===== config.mk =====
export PLATFORM = sky130hd
export DESIGN_NAME = object_depth_mux
export DESIGN_NICKNAME = d
export VERILOG_FILES = /design/src/rtl/object_depth_mux.sv
export SDC_FILE = /design/constraint.sdc
export NUM_CORES = 1
export LEC_CHECK = 0
export BUFFER_PORTS_ARGS = -buffer_cell sky130_fd_sc_hd__buf_2
export CORE_MARGIN = 2
export CORE_UTILIZATION = 35
export CTS_CLUSTER_SIZE = 25
export DETAILED_ROUTE_END_ITERATION = 16
export PLACE_DENSITY = 0.67
export SYNTH_ARGS = -nofsm -noshare
export SYNTH_HDL_FRONTEND = slang
export SYNTH_SLANG_ARGS = --single-unit

===== constraint.sdc =====
create_clock -name clk -period 4.75 [get_ports clk]
set_input_delay 0.95 -clock clk [delete_from_list [all_inputs] [get_ports clk]]
set_output_delay 0.95 -clock clk [all_outputs]
set_load 0.01 [all_outputs]

===== src/rtl/object_depth_mux.sv =====
// Depth-sorted priority mux for sprite objects: larger Y is drawn in front, with the order re-sorted once per frame.
// Optional: define OBJ_DEPTH_MUX_TRANSP_EN so that pixels equal to BG_RGB are treated as transparent.
module object_depth_mux #(
    parameter int               N_OBJ   = 8,
    parameter int               COORD_W = 11,
    parameter int               RGB_W   = 8,
    parameter logic [RGB_W-1:0] BG_RGB  = 8'hFF
) (
    input  logic                       clk,
    input  logic                       resetN,
    input  logic                       startOfFrame,
    input  logic [N_OBJ*2*COORD_W-1:0] objCoordinates,
    input  logic [N_OBJ-1:0]           objBusRequest,
    input  logic [N_OBJ*RGB_W-1:0]     objBusRGB,
    output logic                       drawingRequest,
    output logic [RGB_W-1:0]           objRGB,
    output logic                       sortBusy
);

    localparam int IDX_W = $clog2(N_OBJ);
    localparam int CNT_W = $clog2(N_OBJ);

    typedef enum logic [1:0] {S_IDLE, S_SORT, S_COMMIT} state_t;

    state_t                    state_q, state_d;
    logic [CNT_W-1:0]          pass_q, pass_d;
    logic signed [COORD_W-1:0] key_q  [N_OBJ];
    logic signed [COORD_W-1:0] key_d  [N_OBJ];
    logic signed [COORD_W-1:0] key_step [N_OBJ];
    logic signed [COORD_W-1:0] y_snap [N_OBJ];
    logic [IDX_W-1:0]          idx_q  [N_OBJ];
    logic [IDX_W-1:0]          idx_d  [N_OBJ];
    logic [IDX_W-1:0]          idx_step [N_OBJ];
    logic [IDX_W-1:0]          order_q [N_OBJ];
    logic [IDX_W-1:0]          order_d [N_OBJ];
    logic [RGB_W-1:0]          rgb_arr [N_OBJ];
    logic [N_OBJ-1:0]          eff_req;
    logic [N_OBJ*COORD_W-1:0]  x_all;
    logic                      unused_x;
    logic                      hit;
    logic [RGB_W-1:0]          win_rgb;

    // Only Y takes part in the sort; X is folded away on purpose.
    always_comb begin
        x_all = '0;
        for (int i = 0; i < N_OBJ; i++) begin
            y_snap[i]                  = $signed(objCoordinates[(2*i+1)*COORD_W +: COORD_W]);
            x_all[i*COORD_W +: COORD_W] = objCoordinates[2*i*COORD_W +: COORD_W];
            rgb_arr[i]                 = objBusRGB[i*RGB_W +: RGB_W];
`ifdef OBJ_DEPTH_MUX_TRANSP_EN
            eff_req[i] = objBusRequest[i] && (rgb_arr[i] != BG_RGB);
`else
            eff_req[i] = objBusRequest[i];
`endif
        end
    end
    assign unused_x = ^x_all;

    // One odd-even transposition phase; the strict compare keeps equal keys in index order.
    always_comb begin
        key_step = key_q;
        idx_step = idx_q;
        for (int k = 0; k < N_OBJ - 1; k++) begin
            if ((k % 2) == (pass_q[0] ? 1 : 0) && key_q[k] < key_q[k+1]) begin
                key_step[k]   = key_q[k+1];
                key_step[k+1] = key_q[k];
                idx_step[k]   = idx_q[k+1];
                idx_step[k+1] = idx_q[k];
            end
        end
    end

    always_comb begin
        state_d = state_q;
        pass_d  = pass_q;
        key_d   = key_q;
        idx_d   = idx_q;
        order_d = order_q;
        if (startOfFrame) begin
            key_d   = y_snap;
            for (int i = 0; i < N_OBJ; i++) idx_d[i] = IDX_W'(i);
            pass_d  = '0;
            state_d = S_SORT;
        end else begin
            case (state_q)
                S_SORT: begin
                    key_d  = key_step;
                    idx_d  = idx_step;
                    pass_d = pass_q + 1'b1;
                    if (pass_q == CNT_W'(N_OBJ - 1)) state_d = S_COMMIT;
                end
                S_COMMIT: begin
                    order_d = idx_q;
                    state_d = S_IDLE;
                end
                default: state_d = S_IDLE;
            endcase
        end
    end

    // Scanning from lowest priority upward leaves the highest-priority requester in hit/win_rgb.
    always_comb begin
        hit     = 1'b0;
        win_rgb = BG_RGB;
        for (int k = N_OBJ - 1; k >= 0; k--) begin
            if (eff_req[order_q[k]]) begin
                hit     = 1'b1;
                win_rgb = rgb_arr[order_q[k]];
            end
        end
    end

    // NOTE: state uses non-blocking assignments so every register samples pre-edge values.
    // NOTE: the sort arrays are small flop arrays, not RAM, so resetting them is cheap and keeps order a valid permutation.
    always_ff @(posedge clk or negedge resetN) begin
        if (!resetN) begin
            state_q        <= S_IDLE;
            pass_q         <= '0;
            drawingRequest <= 1'b0;
            objRGB         <= '0;
            for (int i = 0; i < N_OBJ; i++) begin
                key_q[i]   <= '0;
                idx_q[i]   <= IDX_W'(i);
                order_q[i] <= IDX_W'(i);
            end
        end else begin
            state_q        <= state_d;
            pass_q         <= pass_d;
            key_q          <= key_d;
            idx_q          <= idx_d;
            order_q        <= order_d;
            drawingRequest <= hit;
            objRGB         <= win_rgb;
        end
    end

    assign sortBusy = (state_q != S_IDLE);

endmodule

# Yosys cells after proc, flatten, opt, wreduce, memory -nomap -nowiden
# Index checks and enable logic that the tools add are counted.
# word_totals
regBits,150
input_bits,251
out_inout_bits,10
word_cells,173
# classes
addsub,1
magnitude_cmp,23
n_eq_ne,5
mux,80
bitwise_logic,9
n_reduce_logical,27
# op_table
op,count
$bmux 8 s3,8
$mux 8,24
$mux 88,2
$mux 22,7
$lt 11x11->1,7
$mux 24,2
$mux 6,7
$eq 2x32->1 const A,1
$ge 4x4->1 const B,8
$logic_not 32->1,1
$lt 3x4->1 const B,8
$not 3->4,8
$bmux 1 s3,8
$reduce_and 2->1,9
$reduce_bool 3->1,6
$mux 1,17
$reduce_bool 2->1,4
$logic_and 1x1->1,7
$mux 2,3
$mux 3,2
$add 3x1->3 const B,1
$eq 3x3->1 const B,1
$ne 3x3->1 const B,1
$eq 2x1->1 const B,1
other kinds (2),2

# Longest topological paths before layout
# Gate-level depths: netlist (run 1).
# depth
depth_word,12
ltp_mapped,10
depth_no_buf,8

# Worst setup path before layout (run 1)
# OpenSTA, ideal clock, no wires.
# synth_path
path_kind,register to register
start,register key_q[65] in the netlist's numbering
end,register key_q[68] in the netlist's numbering
setup_ps,125
arrival_time_ps,2517
required_time_ps,4625
slack_ps,2108
path_stages_with_launch,10
n_path_buf,1
synth_period_minus_slack_ps,2642
cell_sequence,dfrtp_1 inv_1 ha_1 or3b_1 a2111oi_4 o311a_1 o21ai_1 nand3_1 buf_4 mux2_2
# synth_via
elab_chain_cells,5
word_cells_on_any_way,7
classes_between,order compare (1); mux (3); reduce/logical (3)
# synth_rtl
element,line_no,text
start: declaration,27,logic signed [COORD_W-1:0] key_q [N_OBJ];
start signal: assignment,129,key_q <= key_d;
$lt 11x11->1 (*),64,if ((k % 2) == (pass_q[0] ? 1 : 0) && key_q[k] < key_q[k+1]) begin
$logic_and 1x1->1 (*),64,
$mux 22,64,
$mux 88,85,case (state_q)
$mux 88,79,if (startOfFrame) begin
# Every way passes the cells marked *; elsewhere a longest branch is shown, timed or not. The select of a mux whose other input is x is not followed.
# A chain may end at the register's enable or synchronous reset.

# Final worst setup path (run 1)
# Ends and elaborated chain as after synthesis.

==> flow_metrics.env, run 1 <==
export IMPL_cp_depth=8
export IMPL_num_rows=72
export IMPL_root_buffer="clkbuf_16"
export IMPL_drtPass1Iterations=5
export IMPL_p_per_area_mw_per_mm2=495
export IMPL_grt_pass1_vias=12100
export IMPL_reg2reg_depth=8
export IMPL_cp_end_kind="register"
export IMPL_critical_path_max_stage_delay_ns=0.54
export IMPL_max_slew_margin_pct=21.0
export IMPL_crit_path_start_kind="register"
export IMPL_startpoint="key_q[65]"
export IMPL_start_util_pct=35.6
export IMPL_syn_area_per_cell_sq_um=10.8
export IMPL_synth_fp_nets=1597
export IMPL_status="complete, no violations"
export IMPL_power_total_mw=7.80
export IMPL_area_delta_synth_final_pct=14.0
export IMPL_die_x_um=203
export IMPL_cts_tree="built"
export IMPL_intPower_mw=4.34
export IMPL_fin_nets=1708
export IMPL_r2r_slack_ns=1.29
export IMPL_maxCapViolations=0
export IMPL_ys_seq_area_share_pct=27.4
export IMPL_clock_fmax_mhz=289
export IMPL_cts_sinks=150
export IMPL_p_clk_share_pct=18.0
export IMPL_die_h_um=203
export IMPL_cts_setup_buffers=0
export IMPL_worstPathCellList="inv_1 -> ha_1 -> or3b_1 -> a2111oi_4 -> o311a_1 -> o21ai_1 -> nand3_1 -> mux2_2"
export IMPL_wl_per_cell_um=23.0
export IMPL_setup_ws_ns=1.29
export IMPL_cts_hold_buffers_added=0
export IMPL_worst_pin_slew_ns=1.18
export IMPL_ys_ff_latch=150
export IMPL_setup_violations=0
export IMPL_clk_latency_ns=0.43
export IMPL_fin_crit_ns=3.46
export IMPL_netSwitchingPower_mw=3.46
export IMPL_place_congestion=0.875
export IMPL_place_ws_ns=1.38
export IMPL_antenna_found_initial=6
export IMPL_path_max_fanout=15
export IMPL_rsz0062_at_grt="false"
export IMPL_synth_ff_type="dfrtp_1"
export IMPL_ios=261
export IMPL_synth_cell_type_count=62
export IMPL_syn_inst=1274
export IMPL_cp_top_family="compound AO/OA/AOI/OAI gates"
export IMPL_p_seq_share_pct=30.7
export IMPL_slew_violations=0
export IMPL_crit_buf_inv=1
export IMPL_grt_max_degree=87
export IMPL_post_route_period_util_pct=72.8
export IMPL_cts_resized=0
export IMPL_worst_path_max_delay_cell="o311a_1"
export IMPL_dp_cells=1884
export IMPL_crit_type="reg -> reg"
export IMPL_synth_async_sr_flop_share_pct=100
export IMPL_htree_levels=4
export IMPL_dp_hpwl_um=30700
export IMPL_irDropWorstVdd_v=0.000323
export IMPL_coreArea_sq_mm=0.0388
export IMPL_tns_ns=0
export IMPL_synth_edf_count=0
export IMPL_final_hold_viol_count=0
export IMPL_vias=12300
export IMPL_worstReg2RegEnd="key_q[68]"
export IMPL_drc=0
export IMPL_r2r_start="key_q[65]"
export IMPL_clockBufferDepth=2
export IMPL_antenna_left=0
export IMPL_first_iter_violations=1226
export IMPL_port_buffers=172
export IMPL_combinationalPowerShare_pct=51.3
export IMPL_leakagePower_nw=6.30
export IMPL_critPathRequiredTime_ns=5.06
export IMPL_cts_made_buffers=17
export IMPL_grt_ovfl_total=0
export IMPL_endpoint="key_q[68]"
export IMPL_grt_pass1_wl_um=69500
export IMPL_layout_drive_gt1_share_pct=34.0
export IMPL_holdWs_ns=0.503
export IMPL_dieArea_sq_mm=0.0411
export IMPL_clk_pin_slew_worst_paths_ns=0.07
export IMPL_grt_util_all_layers_pct=21.6
export IMPL_arrival_ns=3.77
export IMPL_vias_per_cell=6.38
export IMPL_synthesis_area_sq_mm=0.0138
export IMPL_fin_cells=1924
export IMPL_hold_class="reg -> reg"
export IMPL_skew_ns=0.0145
export IMPL_drt_wl_total_um=44300
export IMPL_yosysWarningCount=0
export IMPL_switching_share_pct=44.4
[sequential cells by signal, summed over array words and instances, names as in the netlist]
name and flops:
drawingRequest 1, idx_q 24, key_q 88, objRGB 8
order_q 24, pass_q 3, state_q 2
[synth_stat cells (7+ instances only)]
library cell    n  area share, %
dfrtp_1       126             23
o211ai_1       38            2.1
mux2i_1        69            5.0
buf_1           9           0.24
dfstp_2        24            4.6
ha_1           72            6.5
inv_1          77            2.1
a31oi_1        14           0.63
o21a_1         15           0.81
o22ai_1         8           0.36
o21ai_0        47            1.7
nor2b_1        26            1.2
clkbuf_1       68            1.8
nor3b_1        12           0.65
a32o_1         12           0.87
a22oi_1         7           0.38
nand2_1        80            2.2
a21o_1          8           0.43
a22o_1         12           0.76
a21oi_1        46            1.7
nand2b_1        9           0.41
a211o_1        12           0.76
mux2_2         51            4.2
nor3_1         24           0.87
a221oi_1       16            1.0
a211oi_1       21            1.1
a221o_1        46            3.3
mux4_2        144             23
nor2_1         43            1.2
nand3_1        41            1.5
buf_2          28            1.0
[metal layers]
| layer | wire length [um] | vias to the layer above | part of all wire, % | global-route usage (%) |
|---|---|---|---|---|
| met5 | 45 | - | 0.10 | 0 |
| met4 | 1470 | 6 | 3.3 | 7.95 |
| met3 | 4510 | 131 | 10 | 4.56 |
| met2 | 21000 | 706 | 47 | 34.9 |
| met1 | 17300 | 6121 | 39 | 28.7 |
| li1 | - | 5317 | - | - |
[how the worst min path moves through the flow]
stage / start / endpoint / slack [ns] / cells past startpoint
after floorplan: idx_q[16] / idx_q[16] / 0.45 / 2
after global placement: idx_q[16] / idx_q[16] / 0.49 / 2
after detailed placement: idx_q[16] / idx_q[16] / 0.49 / 2
after CTS: idx_q[16] / idx_q[16] / 0.50 / 2
after global routing: idx_q[16] / idx_q[16] / 0.51 / 2
final: idx_q[2] / idx_q[2] / 0.50 / 2
[placed cells by master (no fill, tap or decap), drive strengths merged, types with 7 or more instances in the layout]
master,synthesis,layout
a211o,12,12
a211oi,21,21
a21o,8,8
a21oi,46,46
a221o,46,46
a221oi,17,17
a22o,12,12
a22oi,7,7
a31o,9,9
a31oi,14,14
a32o,12,12
buf,41,201
clkbuf,68,20
dfrtp,126,126
dfstp,24,24
diode,0,8
ha,72,72
inv,77,81
mux2,52,52
mux2i,70,70
mux4,144,144
nand2,80,80
nand2b,9,9
nand3,41,41
nor2,43,43
nor2b,26,26
nor3,24,24
nor3b,12,12
o211ai,38,38
o21a,15,15
o21ai,50,50
o22ai,8,8
[final cells by class]
type | count | area [sq um]
Fill cell | 3720 | 23100
Clock inverter | 12 | 145
Sequential cell | 150 | 3780
Tap cell | 518 | 648
Antenna cell | 8 | 20.0
Clock buffer | 20 | 447
Timing Repair Buffer | 201 | 1100
Inverter | 77 | 289
Multi-Input combinational cell | 938 | 9320
[power groups by stage]
| stage | Sequential, mW | Clock [mW] | Combinational [mW] |
|---|---|---|---|
| 2_1_floorplan | 2.14 | 0 | 3.03 |
| 3_3_place_gp | 2.39 | 0 | 3.78 |
| 3_5_place_dp | 2.41 | 0 | 3.95 |
| 4_1_cts | 2.38 | 1.43 | 3.98 |
| 5_1_grt | 2.46 | 1.48 | 4.50 |
| 6_report | 2.40 | 1.40 | 4.00 |
[metrics by stage]
stage	utilization, %	cell area (sq um)
2_1_floorplan	-	13800
3_3_place_gp	39.0	15100
3_5_place_dp	39.0	15100
4_1_cts	40.5	15700
5_1_grt	40.5	15700
6_report	40.6	15700
[worst min-delay path, stage by stage, from the launching register on]
cell     delay [ns]
dfstp_2        0.38
nand2_1        0.05
nand3_1        0.07
[logic make-up (layout without fill, tap and decap cells)]
group | Yosys count | count (layout) | share of synthesized area, %
muxes | 266 | 266 | 32.8
other | 0 | 8 | 0
and+or+nand+nor | 261 | 261 | 9.20
DFF | 150 | 150 | 27.4
adders and majority gates | 72 | 72 | 6.52
AOI/OAI and AO/OA | 339 | 339 | 18.6
buffers and inverters | 186 | 310 | 5.47
Note: power is estimated with default switching activity, not from simulation.
==> run 2, diff against run 1 <==
--- a/config.mk
+++ b/config.mk
@@ -10,7 +10,7 @@
 export CORE_UTILIZATION = 35
 export CTS_CLUSTER_SIZE = 25
 export DETAILED_ROUTE_END_ITERATION = 16
-export PLACE_DENSITY = 0.67
+export PLACE_DENSITY = 0.69
 export SYNTH_ARGS = -nofsm -noshare
 export SYNTH_HDL_FRONTEND = slang
 export SYNTH_SLANG_ARGS = --single-unit
==> constraint.sdc (replaced) <==
create_clock -name clk -period 2.9 [get_ports clk]
set_input_delay 0.58 -clock clk [delete_from_list [all_inputs] [get_ports clk]]
set_output_delay 0.58 -clock clk [all_outputs]
set_load 0.01 [all_outputs]
==> run 2 against run 1 <==
Compared with the run above:
- utilization up 1.7 points
- fmax increased by 23%
- count of clock-buffer cells in the layout shrank 1
- clock power up 62%
- total power grew 73%
- worst hold slack got worse by 0.37 ns
- combinational power rose by 88%
- first-iteration DRC count is 5.4% higher
- via count is 1.5% higher
- register-to-register slack lost 1.2 ns
==> flow_metrics.env, run 2 (synthesized netlist as in run 1, its figures left out) <==
export IMPL_status="complete, no violations"
export IMPL_port_buffers=172
export IMPL_p_clk_share_pct=16.8
export IMPL_die_x_um=203
export IMPL_placed_area_sq_mm=0.0158
export IMPL_htree_levels=4
export IMPL_maxCapViolations=0
export IMPL_arrival_ns=3.13
export IMPL_grt_pass1_vias=12500
export IMPL_cp_end_kind="register"
export IMPL_antenna_left=0
export IMPL_wl_per_cell_um=22.8
export IMPL_cts_sinks=150
export IMPL_skew_ns=0.0151
export IMPL_grt_pass1_wl_um=72000
export IMPL_drc=0
export IMPL_p_seq_share_pct=27.5
export IMPL_leakagePower_nw=6.70
export IMPL_largest_register_ffs=88
export IMPL_intPower_mw=7.59
export IMPL_vias_per_cell=6.23
export IMPL_slew_violations=0
export IMPL_ios=261
export IMPL_startpoint="key_q[64]"
export IMPL_dp_hpwl_um=32700
export IMPL_r2r_start="key_q[64]"
export IMPL_fin_nets=1786
export IMPL_top_register="key_q"
export IMPL_switching_share_pct=43.8
export IMPL_root_buffer="clkbuf_16"
export IMPL_path_max_fanout=8
export IMPL_start_util_pct=35.6
export IMPL_grt_util_all_layers_pct=22.3
export IMPL_max_slew_margin_pct=49.2
export IMPL_worst_pin_slew_ns=0.743
export IMPL_critPathRequiredTime_ns=3.22
export IMPL_setup_violations=0
export IMPL_worst_path_max_delay_cell="a221oi_4"
export IMPL_combinationalPowerShare_pct=55.7
export IMPL_final_hold_viol_count=0
export IMPL_vias=12500
export IMPL_drtPass1Iterations=5
export IMPL_rsz0062_at_grt="false"
export IMPL_grt_ovfl_total=0
export IMPL_area_delta_synth_final_pct=18.7
export IMPL_clock_fmax_mhz=355
export IMPL_dp_cells=1962
export IMPL_layout_drive_gt1_share_pct=37.7
export IMPL_worstReg2RegEnd="key_q[52]"
export IMPL_layout_common_cells="buf_2, mux4_2, dfrtp_1, buf_4, nand2_1"
export IMPL_clk_pin_slew_worst_paths_ns=0.07
export IMPL_post_route_period_util_pct=97.0
export IMPL_p_per_area_mw_per_mm2=824
export IMPL_crit_path_start_kind="register"
export IMPL_clockBufferDepth=2
export IMPL_critical_path_max_stage_delay_ns=0.50
export IMPL_die_h_um=203
export IMPL_reg2reg_depth=9
export IMPL_place_congestion=0.905
export IMPL_hold_class="in -> async"
export IMPL_cts_tree="built"
export IMPL_design_area_sq_mm=0.0164
export IMPL_final_common_cell="buf_2"
export IMPL_antenna_found_initial=11
export IMPL_dieArea_sq_mm=0.0411
export IMPL_crit_type="reg -> reg"
export IMPL_fin_cells=2000
export IMPL_netSwitchingPower_mw=5.93
export IMPL_grt_max_degree=55
export IMPL_clk_latency_ns=0.44
export IMPL_cts_made_buffers=17
export IMPL_drt_wl_total_um=45700
export IMPL_tns_ns=0
export IMPL_irDropWorstVdd_v=0.000527
export IMPL_first_iter_violations=1292
export IMPL_num_rows=72
export IMPL_worstPathCellList="buf_4 -> ha_1 -> or3b_1 -> a2bb2oi_2 -> and4_4 -> a221oi_4 -> o31ai_4 -> buf_4 -> a221o_1"
export IMPL_largestRegisters="key_q (88), idx_q (24), order_q (24)"
export IMPL_cpMostUsedCell="buf_4"
export IMPL_fin_crit_ns=2.81
export IMPL_r2r_slack_ns=0.09
export IMPL_fill_cells=3688
export IMPL_coreArea_sq_mm=0.0388
[run 2: changes by cell type in the layout (fill, tap and decap cells not counted), sizes merged]
cell / before / now
bufinv: 2 / 1
clkbuf: 20 / 19
buf: 201 / 279
clkinvlp: 0 / 2
clkinv: 6 / 4
diode: 8 / 6
inv: 81 / 83
[run 2: metrics by stage]
step | hold WS (ns) | total power [mW] | utilization, % | worst slack, ns
floorplan | 0.284 | 8.47 | - | 0.258
global placement | 0.479 | 10.8 | 40.7 | 0.0697
detailed placement | 0.480 | 11.1 | 40.7 | -0.000486
CTS | 0.141 | 13.5 | 42.2 | 0.00651
global route | 0.163 | 14.6 | 42.2 | 0.00987
finish | 0.129 | 13.5 | 42.2 | 0.0862
[run 2: final cells by class]
| cell class | count | area (sq um) | share of cell area, % |
|---|---|---|---|
| antenna | 6 | 15.0 | 0.0915 |
| sequential | 150 | 3780 | 23.1 |
| timing repair buffer | 279 | 1750 | 10.7 |
| tap | 518 | 648 | 3.95 |
| clock inverter | 13 | 136 | 0.831 |
| inverter | 77 | 289 | 1.76 |
| multi-input combinational | 938 | 9340 | 56.9 |
| clock buffer | 19 | 443 | 2.70 |
[run 2: critical path: cells and delay by family (launching register included)]
kind                     cells  cell delay, ns
AO/OA/AOI/OAI                4            1.14
adder cells (fa/ha/maj)      1            0.17
buffers and inverters        2            0.34
flip-flops                   1            0.41
AND/OR/NAND/NOR              2            0.65
[run 2: repair_timing]
item                                    CTS  global route
setup buffers                             0             0
resized for setup                         1             3
hold buffers                              0             0
pin swaps                                 0             2
endpoints found under the setup margin   11            19
[run 2: power groups by stage]
stage / logic (mW) / clock network, mW / registers, mW
finish: 7.54 / 2.27 / 3.71
CTS: 7.44 / 2.30 / 3.71
global route: 8.35 / 2.39 / 3.82
detailed placement: 7.37 / 0 / 3.73
floorplan: 4.96 / 0 / 3.51
global placement: 7.11 / 0 / 3.71
[run 2: worst max path at each step]
stage | endpoint | slack [ns] | cells after the start
finish | key_q[52] | 0.09 | 9
global route | key_q[54] | 0.01 | 9
CTS | idx_q[15] | 0.007 | 9
detailed placement | key_q[63] | -0.0005 | 8
global placement | key_q[63] | 0.07 | 8
floorplan | key_q[68] | 0.26 | 9
[run 2: routing by layer]
metal / vias to the layer above / GRT usage, % / share of wire [%]
met2: 707 / 35.4 / 47
met3: 95 / 5.96 / 11
met4: 14 / 7.01 / 2.3
met1: 6193 / 29.9 / 40
met5: - / 0 / 0.20
li1: 5455 / - / -
